### config.mk
export PLATFORM = sky130hd
export DESIGN_NAME = a4988_step_driver
export DESIGN_NICKNAME = d
export VERILOG_FILES = /design/src/rtl/a4988_step_driver.sv
export SDC_FILE = /design/constraint.sdc
export NUM_CORES = 1
export LEC_CHECK = 0
export CAP_MARGIN = 20
export CORE_ASPECT_RATIO = 0.8
export CORE_UTILIZATION = 35
export DETAILED_ROUTE_END_ITERATION = 6
export GPL_TIMING_DRIVEN = 0
export PLACE_DENSITY_LB_ADDON = 0.15
export SLEW_MARGIN = 15
export SYNTH_ARGS = -nofsm -noshare
export SYNTH_HDL_FRONTEND = slang
export SYNTH_SLANG_ARGS = --single-unit
export TNS_END_PERCENT = 10
### constraint.sdc
create_clock -name clk -period 4.1 [get_ports clk]
set_clock_uncertainty 0.15 [all_clocks]
set_input_delay 1.23 -clock clk [delete_from_list [all_inputs] [get_ports clk]]
set_output_delay 1.23 -clock clk [all_outputs]
set_load 0.02 [all_outputs]
### src/rtl/a4988_step_driver.sv
// A4988 back end: turns accepted step requests into timing-legal STEP/DIR pulses, tracks signed position.
// All pins registered; step_ready is held low from handshake until the pulse's low phase has elapsed.
module a4988_step_driver #(
    parameter int DIR_SETUP_CYC = 6,
    parameter int STEP_HIGH_CYC = 27,
    parameter int STEP_LOW_CYC  = 27,
    parameter int WAKE_CYC      = 27000
) (
    input  logic               clk,
    input  logic               rst,
    input  logic               wake_req,
    input  logic               step_valid,
    input  logic               step_dir,
    output logic               step_ready,
    input  logic               pos_clear,
    output logic signed [31:0] position,
    output logic               busy,
    output logic               motor_pul,
    output logic               motor_direction,
    output logic               motor_enable,
    output logic               A4988_sleep,
    output logic               A4988_reset
);

    localparam int MAX_AB  = (DIR_SETUP_CYC > STEP_HIGH_CYC) ? DIR_SETUP_CYC : STEP_HIGH_CYC;
    localparam int MAX_CD  = (STEP_LOW_CYC > WAKE_CYC) ? STEP_LOW_CYC : WAKE_CYC;
    localparam int MAX_CYC = (MAX_AB > MAX_CD) ? MAX_AB : MAX_CD;
    localparam int TW      = (MAX_CYC > 1) ? $clog2(MAX_CYC) : 1;

    typedef enum logic [2:0] {
        SLEEP,
        WAKE,
        IDLE,
        DIR_SETUP,
        STEP_HI,
        STEP_LO
    } state_t;

    state_t        state;
    logic [TW-1:0] timer;
    logic          timer_done;

    assign timer_done = (timer == '0);

    always_ff @(posedge clk or posedge rst) begin
        if (rst) begin
            state           <= SLEEP;
            timer           <= '0;
            step_ready      <= 1'b0;
            position        <= '0;
            busy            <= 1'b0;
            motor_pul       <= 1'b0;
            motor_direction <= 1'b0;
            motor_enable    <= 1'b1;
            A4988_sleep     <= 1'b0;
            A4988_reset     <= 1'b0;
        end else begin
            A4988_reset <= 1'b1;
            // Free-running decrement; each timed state reloads on entry below.
            if (!timer_done)
                timer <= timer - TW'(1);

            case (state)
                SLEEP: begin
                    if (wake_req) begin
                        state        <= WAKE;
                        A4988_sleep  <= 1'b1;
                        motor_enable <= 1'b0;
                        busy         <= 1'b1;
                        timer        <= TW'(WAKE_CYC - 1);
                    end
                end
                WAKE: begin
                    if (!wake_req) begin
                        state        <= SLEEP;
                        A4988_sleep  <= 1'b0;
                        motor_enable <= 1'b1;
                        busy         <= 1'b0;
                    end else if (timer_done) begin
                        state      <= IDLE;
                        busy       <= 1'b0;
                        step_ready <= 1'b1;
                    end
                end
                IDLE: begin
                    if (!wake_req) begin
                        state        <= SLEEP;
                        step_ready   <= 1'b0;
                        A4988_sleep  <= 1'b0;
                        motor_enable <= 1'b1;
                    end else if (step_valid && step_ready) begin
                        step_ready <= 1'b0;
                        busy       <= 1'b1;
                        if (step_dir == motor_direction) begin
                            state     <= STEP_HI;
                            motor_pul <= 1'b1;
                            timer     <= TW'(STEP_HIGH_CYC - 1);
                        end else begin
                            // motor_direction doubles as the latched direction of this step
                            state           <= DIR_SETUP;
                            motor_direction <= step_dir;
                            timer           <= TW'(DIR_SETUP_CYC - 1);
                        end
                    end else begin
                        step_ready <= 1'b1;
                    end
                end
                DIR_SETUP: begin
                    if (timer_done) begin
                        state     <= STEP_HI;
                        motor_pul <= 1'b1;
                        timer     <= TW'(STEP_HIGH_CYC - 1);
                    end
                end
                STEP_HI: begin
                    if (timer_done) begin
                        state     <= STEP_LO;
                        motor_pul <= 1'b0;
                        timer     <= TW'(STEP_LOW_CYC - 1);
                        position  <= motor_direction ? position + 32'sd1 : position - 32'sd1;
                    end
                end
                STEP_LO: begin
                    if (timer_done) begin
                        busy <= 1'b0;
                        if (wake_req) begin
                            state      <= IDLE;
                            step_ready <= 1'b1;
                        end else begin
                            state        <= SLEEP;
                            A4988_sleep  <= 1'b0;
                            motor_enable <= 1'b1;
                        end
                    end
                end
                default: state <= SLEEP;
            endcase

            if (pos_clear)
                position <= '0;
        end
    end

endmodule

==> results by group, run 1 <==
Outcome
  – Status: finished, final reports clean

Synthesis
  – Post-synth ARST share: 100.0%
  – Cell count after synthesis: 557
  – Most common library cells after synthesis: nand2_1, dfrtp_1, a21oi_1
  – Syn nets: 596
  – Post-Synthesis Mean Instance Area: 8.190 sq um
  – Top-count cell post-synth: nand2_1
  – Largest family of logic cells by synthesized area: compound AO/OA/AOI/OAI gates
  – Post-synthesis mux area share: 1.838%
  – Post-synthesis sequential area ratio: 31.29%
  – Compound-Gate Fraction of Synth Area: about 28%
  – Post-Synth XOR/XNOR Area: 4.992%
  – Flop and latch count out of synthesis: 57
  – Post-synth cell types: 64
  – Cell Area, Synth: 4562 sq um
  – Top cells by area, synth: dfrtp_1, ha_1, a21oi_1
  – Top cell type by total area after synthesis: dfrtp_1
  – Synth warnings: 0
  – Post-Synth Adder-Cell Area: 9.216%
  – Top FF cell, synth: dfrtp_1
  – Synth Area in Simple Gates: 20.46%
  – Top cell type's share of synthesized area: a little under a third
  – Post-synth EDFFs: 0

Floorplan
  – Vert. Die Dim: 104.1 um
  – Die width: 129.6 um
  – Core Footprint: 12430 sq um
  – Starting Density: 36.69%
  – Die Area: 13500 sq um
  – FP Rows: 36
  – IO Pins: 45

Power and ir drop
  – Power Internal: 1611 uW
  – Clock power frac: about a third
  – Maximum vdd drop: 0.3494 mV
  – Seq pwr share: 27.8%
  – Pleak: around 0.0024 uW
  – Net Switching: approximately 970 uW
  – Sw frac: 37.64%
  – Comb power frac: 39.6%
  – Power Density: 457.2 nW/um^2

Min path
  – Hold_sp: position[24]
  – Hold Path Class: reg -> reg

Finish
  – Nets: 659
  – Filler instances: 1265
  – N_diodes: 0
  – Util after Layout: 45.46%
  – Final non-filler cell total: 796
  – Area delta synth->final: 23.89%
  – Share of cells above drive strength 1: 8.320%

CTS
  – CTS tree: done
  – # hold bufs at CTS: 0
  – Max Root-Sink Buffers: 2
  – Clock transition at the registers of the reported paths: 0.05 ns
  – Clk root buf: clkbuf_16
  – Num CTS Buffers: 9
  – Clk_lat worst skew: 0.33 ns
  – H-tree Lvls: 3
  – Clock Sinks: 57

Placement
  – Placed cells: 773
  – HPWL Detailed: 10020 um
  – Port Buffers: 43
  – Routability congestion estimate: 0.8980

GRT
  – All-layer global routing usage: 21.31%
  – Largest net degree at the start of global routing: 42
  – Initial antenna violation count: 0
  – Vias in the first global route: 4282
  – Overflow after GRT: 0
  – First-pass GRT wire length: ~22000 um

Timing
  – Setup Viol. Count Final: 0
  – Worst-Margin Slew: 0.8510 ns
  – Highest clock rate: 266.3 MHz
  – Slew margin rel.: 43.06%
  – Tcrit/Tclk final: 91.57%
  – RSZ-0062 raised after global routing: false
  – Slew Viols, Final: 0
  – Final hold vios: 0
  – Min Tclk post-route: about 3.8 ns

Critical path
  – WS Path Type: reg -> reg
  – Crit path launch: motor_direction
  – Worst setup SP type: register
  – Critical-path cell list: clkinvlp_4, buf_16, ha_1, clkbuf_1, a21oi_1, o21ai_0, a211oi_1, o21ai_0, nor2_1, a22oi_1, o22ai_1
  – Critical Path Max Stage Delay: 0.58 ns
  – CP Capture Type: register
  – R2r startpoint: motor_direction
  – Most frequent cell on the critical path: o21ai_0
  – Crit path DAT: roughly 3.8 ns
  – Critical Path Fanout Max: 16
  – Critical path's slowest cell: dfrtp_1
  – Critical Path RT: 4.12 ns

Routing
  – Via-to-Cell Ratio: 5.617
  – DR DRC count: 0
  – Wirelength, routed: roughly 14000 um
  – Drt wl/cell: 17.05 um
  – Post-route ant nets: 0
  – Via count: 4471
  – DRT Pass-1 Iters: 5
  – DR iter-0 viols: 359

Job
  – Max cap viols: 0
cell families after synthesis:
group           count (synthesis)
other cells                     1
fa+ha+maj                      33
xor+xnor                       26
simple gates                  186
flops                          57
compound gates                198
buf+inv                        48
mux                             8
worst paths after layout:
check	endpoint	slack [ns]	depth (start not counted)
min in group asynchronous	position[2]	1.05	2
max reg2reg	position[25]	0.35	11
max	position[25]	0.35	11
min	position[24]	0.36	2
min reg2reg	position[24]	0.36	2
max in group asynchronous	motor_enable	2.21	3
critical path: cells and delay by family (launching register included):
family | cells | cell delay [ns]
AND/OR/NAND/NOR | 1 | 0.11
flip-flops | 1 | 0.58
buffers and inverters | 3 | 0.73
adder cells (fa/ha/maj) | 1 | 0.27
AO/OA/AOI/OAI | 6 | 1.75
sequential cells by signal, indices dropped and copies added, names as in the netlist:
signal	cells
timer	15
motor_enable	1
step_ready	1
busy	1
A4988_sleep	1
A4988_reset	1
position	32
state	3
motor_pul	1
motor_direction	1
final cells by class:
cell class | instances | area, sq um | share of cell area (%)
Sequential cell | 57 | 1428 | 25.26
Inverter | 22 | 88.84 | 1.572
Clock buffer | 11 | 252.7 | 4.472
Buffer | 26 | 106.4 | 1.882
Multi-Input combinational cell | 452 | 2947 | 52.14
Clock inverter | 5 | 77.57 | 1.373
Timing Repair Buffer | 52 | 538.0 | 9.520
Tap cell | 171 | 214.0 | 3.786
power groups by stage:
| stage | logic [uW] | registers, uW | clock network (uW) |
|---|---|---|---|
| detailed placement | 966 | 723 | 0 |
| global route | 1150 | 728 | 881 |
| finish | 1020 | 718 | 842 |
| global placement | 922 | 720 | 0 |
| CTS | 972 | 715 | 861 |
| floorplan | 674 | 736 | 0 |
cell usage in the layout, fill, tap and decap left out, types with 17 or more instances in the layout:
| master | count |
|---|---|
| dfrtp_1 | 56 |
| o21ai_0 | 43 |
| xnor2_1 | 17 |
| nand2_1 | 65 |
| clkdlybuf4s50_1 | 43 |
| ha_1 | 32 |
| nor2_1 | 42 |
| clkbuf_1 | 18 |
| a21oi_1 | 55 |
| inv_1 | 20 |
what timing repair did:
item / in CTS / in global routing
buffers inserted: 0 / 7
setup endpoints to repair: 0 / 8
gates resized for setup: 0 / 2
metrics by stage:
stage	instance area [sq um]	worst slack [ns]	hold WS, ns	TNS, ns	total power (uW)
global route	5652	0.1550	0.3830	0	2755
floorplan	4562	0.5990	0.3609	0	1410
finish	5652	0.3454	0.3586	0	2584
CTS	5594	0.01762	0.3688	0	2548
detailed placement	5264	0.03405	0.3558	0	1690
global placement	5206	-0.1089	0.3457	-0.3508	1642
routing by layer:
layer	track usage, %	vias up	share of wire (%)
li1	-	2186	-
met1	32.42	2155	52
met2	30.44	118	42
met3	3.755	12	4.4
met4	5.648	0	1.2
met5	0	-	0
Power figures use the tool's default switching activity.
==> run 2, diff against run 1 <==
--- a/config.mk
+++ b/config.mk
@@ -7,6 +7,7 @@
 export LEC_CHECK = 0
 export CAP_MARGIN = 20
 export CORE_ASPECT_RATIO = 0.8
+export CORE_MARGIN = 3
 export CORE_UTILIZATION = 35
 export DETAILED_ROUTE_END_ITERATION = 6
 export GPL_TIMING_DRIVEN = 0
==> constraint.sdc (replaced) <==
create_clock -name clk -period 4.3 [get_ports clk]
set_clock_uncertainty 0.15 [all_clocks]
set_input_delay 1.29 -clock clk [delete_from_list [all_inputs] [get_ports clk]]
set_output_delay 1.29 -clock clk [all_outputs]
set_load 0.02 [all_outputs]
==> run 2 against run 1 <==
  * Routed wire length decreased by 1.9%
  * Power decreased by 7.8%
  * Design area decreased by 1.5%
  * Sequential power decreased by 4.9%
  * Setup slack improved by 0.051 ns
  * Combinational power decreased by 9%
  * Worst hold slack improved by 0.0033 ns
  * Utilization decreased by 0.84 points
  * Critical path type unchanged
  * Critical endpoint is now position[31]
  * Largest cell class unchanged
==> results by group, run 2 (same netlist as run 1, synthesis figures left out) <==
Outcome
  – Status: finished, final reports clean

CTS
  – Setup bufs post-CTS: 0
  – CTS resizes: 0
  – Clock transition at the registers of the reported paths: ~0.060 ns
  – Num CTS Buffers: 9
  – CTS tree: done
  – Clk root buf: clkbuf_16
  – Max Root-Sink Buffers: 2
  – H-tree Lvls: 3
  – # hold bufs at CTS: 0
  – Clk_lat worst skew: 0.33 ns
  – Clock Sinks: 57

Routing
  – Via-to-Cell Ratio: around 5.5
  – DRT Pass-1 Iters: 5
  – Drt wl/cell: 16.87 um
  – DR iter-0 viols: roughly 240
  – DR DRC count: 0
  – Wirelength, routed: 13310 um
  – Via count: around 4.4k
  – Post-route ant nets: 0

Timing
  – Setup tns final: 0 ns
  – Setup Viol. Count Final: 0
  – Highest clock rate: between 200 and 300 MHz
  – Tcrit/Tclk final: 90.78%
  – Final hold vios: 0
  – Worst-Margin Slew: 0.7901 ns
  – Min Tclk post-route: 3.904 ns
  – Slew Viols, Final: 0
  – Slew margin rel.: 45.97%
  – RSZ-0062 raised after global routing: false

Placement
  – Placed cells: around 770
  – Area post-placement: approximately 5300 sq um
  – HPWL Detailed: 9864 um
  – Routability congestion estimate: a little over 0.9
  – Port Buffers: 43

Finish
  – Share of cells above drive strength 1: about 7.0%
  – N_diodes: 0
  – Max reg flops: 32
  – Area occupied by registers: around 1400 sq um
  – Area delta synth->final: 22.05%
  – Commonest non-fill, non-tap cell in the layout: nand2_1
  – Top reg by flops: position
  – Biggest regs: position x32, timer x15, state x3
  – Area of the multi-input gates: 2945 sq um
  – Filler instances: 1257
  – Final non-filler cell total: 789
  – Commonest non-fill, non-tap cells in the layout: nand2_1, dfrtp_1, a21oi_1
  – Post-route cell area: 5568 sq um
  – Util after Layout: 44.62%
  – Nets: 652

GRT
  – Overflow after GRT: 0
  – First-pass GRT wire length: 22460 um
  – Vias in the first global route: between 4k and 5k
  – Largest net degree at the start of global routing: 36
  – Grt met1 use: between 20% and 30%
  – Initial antenna violation count: 0
  – Met2 Use GR: between 20% and 30%
  – Top Usage Layer GRT: met1
  – GR Layer Usage met3: 3.721%
  – All-layer global routing usage: 19.38%

Critical path
  – Critical path's slowest cell: dfrtp_1
  – R2R Setup Slk: 0.40 ns
  – Critical Path Max Stage Delay: 0.53 ns
  – Critical-path cell list: inv_1, buf_16, ha_1, nand4_1, or3_1, or3_4, a31oi_2, mux2i_1, mux2_1
  – R2r startpoint: motor_direction
  – Worst setup SP type: register
  – WS Path Type: reg -> reg
  – Cell family with most CP delay: simple AND/OR/NAND/NOR gates
  – Crit path DAT: 3.97 ns
  – R2R depth: 9
  – CP Capture Type: register
  – CP Buf/Inv Count: 2
  – Critical Path RT: 4.36 ns
  – R2r endpoint: position[31]
  – Critical Path Fanout Max: 17

Floorplan
  – Die width: 133.6 um
  – Vert. Die Dim: between 100 and 150 um
  – Core Footprint: between 10000 and 15000 sq um
  – Starting Density: 36.56%
  – FP Rows: 36
  – Die Area: between 10000 and 15000 sq um
  – IO Pins: 45

Power and ir drop
  – Final Power: 2382 uW
  – Maximum vdd drop: 0.3127 mV
  – Power Density: 427.9 nW/um^2
  – Pleak: 0.002328 uW

Job
  – Max cap viols: 0

Min path
  – Hold worst-path end: position[23]
  – Hold Path Class: reg -> reg
  – Hold_sp: position[23]
  – Worst hold path depth: 2
-- run 2: layout make-up --
type,count,area share [%]
plain buffers,26,1.910
multi-input cells,452,52.90
clock inverters,6,1.483
flip-flops and latches,57,25.64
repair buffers,45,8.584
clock buffers,10,4.112
well taps,171,3.843
inverters,22,1.528
-- run 2: metrics by stage --
stage,setup slack (ns),hold slack [ns]
after floorplan,0.7990,0.3609
after global placement,0.1909,0.3475
after detailed placement,0.4142,0.3537
after CTS,0.4054,0.3691
after global routing,0.04669,0.4033
final,0.3963,0.3619
-- run 2: worst register-to-register path, cell delays in order (launching register included) --
cell and delay [ns]:
dfrtp_1 0.53, inv_1 0.42, buf_16 0.30, ha_1 0.41, nand4_1 0.23, or3_1 0.45
or3_4 0.39, a31oi_2 0.33, mux2i_1 0.24, mux2_1 0.33
-- run 2: worst max-delay path by stage --
stage | startpoint | to | slack [ns] | cells after the start
floorplan | motor_direction | position[31] | 0.80 | 9
global placement | rst | A4988_reset | 0.19 | 2
detailed placement | motor_direction | position[31] | 0.41 | 9
CTS | motor_direction | position[31] | 0.41 | 9
global route | motor_direction | position[30] | 0.05 | 9
finish | motor_direction | position[31] | 0.40 | 9
-- run 2: routing by layer --
layer / up-vias / wire length (um)
li1: 2163 / -
met1: 2051 / 7003
met2: 119 / 5508
met3: 22 / 566
met4: 0 / 229
met5: - / 0
-- run 2: where the power goes --
part,internal (uW),switching [uW]
registers,607,75.6
logic,359,572
clock network,504,265
==> run 3, diff against run 2 <==
--- a/config.mk
+++ b/config.mk
@@ -11,7 +11,8 @@
 export CORE_UTILIZATION = 35
 export DETAILED_ROUTE_END_ITERATION = 6
 export GPL_TIMING_DRIVEN = 0
-export PLACE_DENSITY_LB_ADDON = 0.15
+export PLACE_DENSITY = 0.62
+export RECOVER_POWER = 100
 export SLEW_MARGIN = 15
 export SYNTH_ARGS = -nofsm -noshare
 export SYNTH_HDL_FRONTEND = slang
==> run 3 against run 2 <==
  * The flow now finishes with violations (max-capacitance violations, max-slew violations)
  * Non-clock buffer count increased by 2
  * Count of clock-buffer cells in the layout increased by 1
  * Via count increased by 2.7%
  * Critical path depth unchanged
  * Clock power decreased by 14%
  * Register-to-register slack got worse by 0.07 ns
  * Setup slack got worse by 0.066 ns
  * Critical endpoint unchanged
  * Largest cell class unchanged
  * Largest power group unchanged
==> results by group, run 3 (same netlist as run 1, synthesis figures left out) <==
Routing
  – Via count: 4472
  – DRT Pass-1 Iters: 5
  – Drt wl/cell: 16.67 um
  – Wirelength, routed: 13190 um
  – Via-to-Cell Ratio: 5.654
  – DR top layer: met4
  – DR WL met3: between 500 and 600 um
  – DR iter-0 viols: between 200 and 300
  – M1 WL: approximately 6600 um
  – Post-route ant nets: 0
  – Metal2 WL: ~5900 um
  – DR DRC count: 0

Finish
  – Max reg flops: 32
  – Nets: 654
  – Filler instances: 1281
  – Final non-filler cell total: a little under 800
  – Commonest non-fill, non-tap cells in the layout: nand2_1, dfrtp_1, a21oi_1
  – Share of cells above drive strength 1: 6.129%
  – N_diodes: 0
  – Top reg by flops: position
  – Area delta synth->final: 20.52%
  – Util after Layout: 44.06%
  – Commonest non-fill, non-tap cell in the layout: nand2_1
  – Biggest regs: position x32, timer x15, state x3

Critical path
  – R2R depth: 9
  – Critical Path RT: 4.36 ns
  – Crit path DAT: 4.03 ns
  – Critical Path Fanout Max: 10
  – Worst setup SP type: register
  – Critical path's slowest cell: dfrtp_1
  – Cell family with most CP delay: simple AND/OR/NAND/NOR gates
  – CP Capture Type: register
  – Critical Path Max Stage Delay: 0.60 ns
  – R2r startpoint: motor_direction
  – R2R Setup Slk: 0.33 ns
  – WS Path Type: reg -> reg
  – CP Buf/Inv Count: 2
  – R2r endpoint: position[31]
  – Critical-path cell list: clkinvlp_2, buf_4, ha_1, nand4_1, or3_1, or3_1, a31oi_2, mux2i_1, mux2_1
  – Most frequent cell on the critical path: or3_1

Floorplan
  – Vert. Die Dim: 108.1 um
  – Starting Density: 36.56%
  – FP Rows: 36
  – IO Pins: 45
  – Core Footprint: 12480 sq um
  – Die width: 133.6 um
  – Die Area: 14450 sq um

Min path
  – Hold Path Class: reg -> reg
  – Worst hold path depth: 1
  – Hold worst-path end: busy
  – Hold_sp: busy

Placement
  – Placed cells: 772
  – HPWL Detailed: roughly 9700 um
  – Routability congestion estimate: 0.9541
  – Port Buffers: 43
  – Dpl ws: about 0.24 ns

Timing
  – Worst-Margin Slew: 2.236 ns
  – RSZ-0062 raised after global routing: false
  – Highest clock rate: 251.9 MHz
  – Min Tclk post-route: 3.969 ns
  – Slew Viols, Final: 58
  – Worst Slack Setup Final: 0.3305 ns
  – Setup tns final: 0 ns
  – Tcrit/Tclk final: 92.31%
  – Final hold vios: 0
  – Slew margin rel.: -49.25%
  – Setup Viol. Count Final: 0
  – Hold slack: about 0.36 ns

Outcome
  – Failing checks: max-capacitance violations, max-slew violations
  – Status: complete, but fails checks

CTS
  – Clock Sinks: 57
  – # hold bufs at CTS: 0
  – CTS tree: done
  – Clk root buf: clkbuf_16
  – Clk_lat worst skew: about 0.34 ns
  – H-tree Lvls: 3
  – Num CTS Buffers: 9
  – Clock transition at the registers of the reported paths: 0.05 ns
  – Max Root-Sink Buffers: 2

Power and ir drop
  – Power Density: 413.0 nW/um^2
  – Pleak: around 0.0024 uW
  – Maximum vdd drop: 0.2890 mV

GRT
  – Vias in the first global route: 4215
  – All-layer global routing usage: 18.77%
  – Largest net degree at the start of global routing: 58
  – Initial antenna violation count: 0
  – First-pass GRT wire length: 21920 um
  – Overflow after GRT: 0

Job
  – Max cap viols: 1
-- run 3: cell types whose count changed in the layout (fill, tap and decap cells not counted), moves of 2 or more --
cell / change
clkdlybuf4s50_1: -43
dlygate4sd3_1: +43
clkbuf_1: +4
buf_2: -3
buf_4: +3
bufinv_16: -2
clkinvlp_4: +2
-- run 3: worst reg2reg max path: cells and delay by family, from the launching register on --
kind                     cells  cell delay, ns
flip-flops                   1            0.60
buffers and inverters        2            0.68
multiplexers                 2            0.57
AO/OA/AOI/OAI                1            0.34
adder cells (fa/ha/maj)      1            0.41
AND/OR/NAND/NOR              3            1.08
-- run 3: final cells by class --
type / instances / area (sq um) / area share, %
multi-input combinational: 452 / 2937 / 53.41
clock inverter: 5 / 32.53 / 0.5917
sequential: 57 / 1428 / 25.97
tap: 171 / 214.0 / 3.892
inverter: 22 / 83.83 / 1.525
timing repair buffer: 47 / 467.9 / 8.512
buffer: 26 / 102.6 / 1.866
clock buffer: 11 / 232.7 / 4.233
-- run 3: per-layer routing --
layer | up-vias | track usage (%)
met2 | 110 | 29.53
met4 | 0 | 5.286
li1 | 2181 | -
met1 | 2160 | 26.24
met5 | - | 0
met3 | 21 | 3.953
-- run 3: report_power, final --
| group | switching (uW) | internal (uW) |
|---|---|---|
| registers | 76.9 | 607 |
| logic | 576 | 352 |
| clock network | 271 | 388 |
| total | 924 | 1350 |
-- run 3: worst max path at each step --
stage                    startpoint           end  slack [ns]  cells past startpoint
floorplan           motor_direction  position[31]        0.80                      9
global placement    motor_direction  position[20]        0.08                     10
detailed placement  motor_direction  position[31]        0.24                     10
CTS                 motor_direction  position[31]        0.22                     10
global route        motor_direction  position[30]        0.13                     10
finish              motor_direction  position[31]        0.33                      9
-- run 3: timing repair --
item / CTS / global route
endpoints found under the setup margin: 0 / 3
gates resized for setup: 0 / 1
setup buffers: 0 / 3
-- run 3: through the flow --
stage | total power, uW | instance area, sq um
floorplan | 1345 | 4562
global placement | 1569 | 5206
detailed placement | 1600 | 5224
CTS | 2275 | 5489
global route | 2433 | 5498
finish | 2271 | 5498
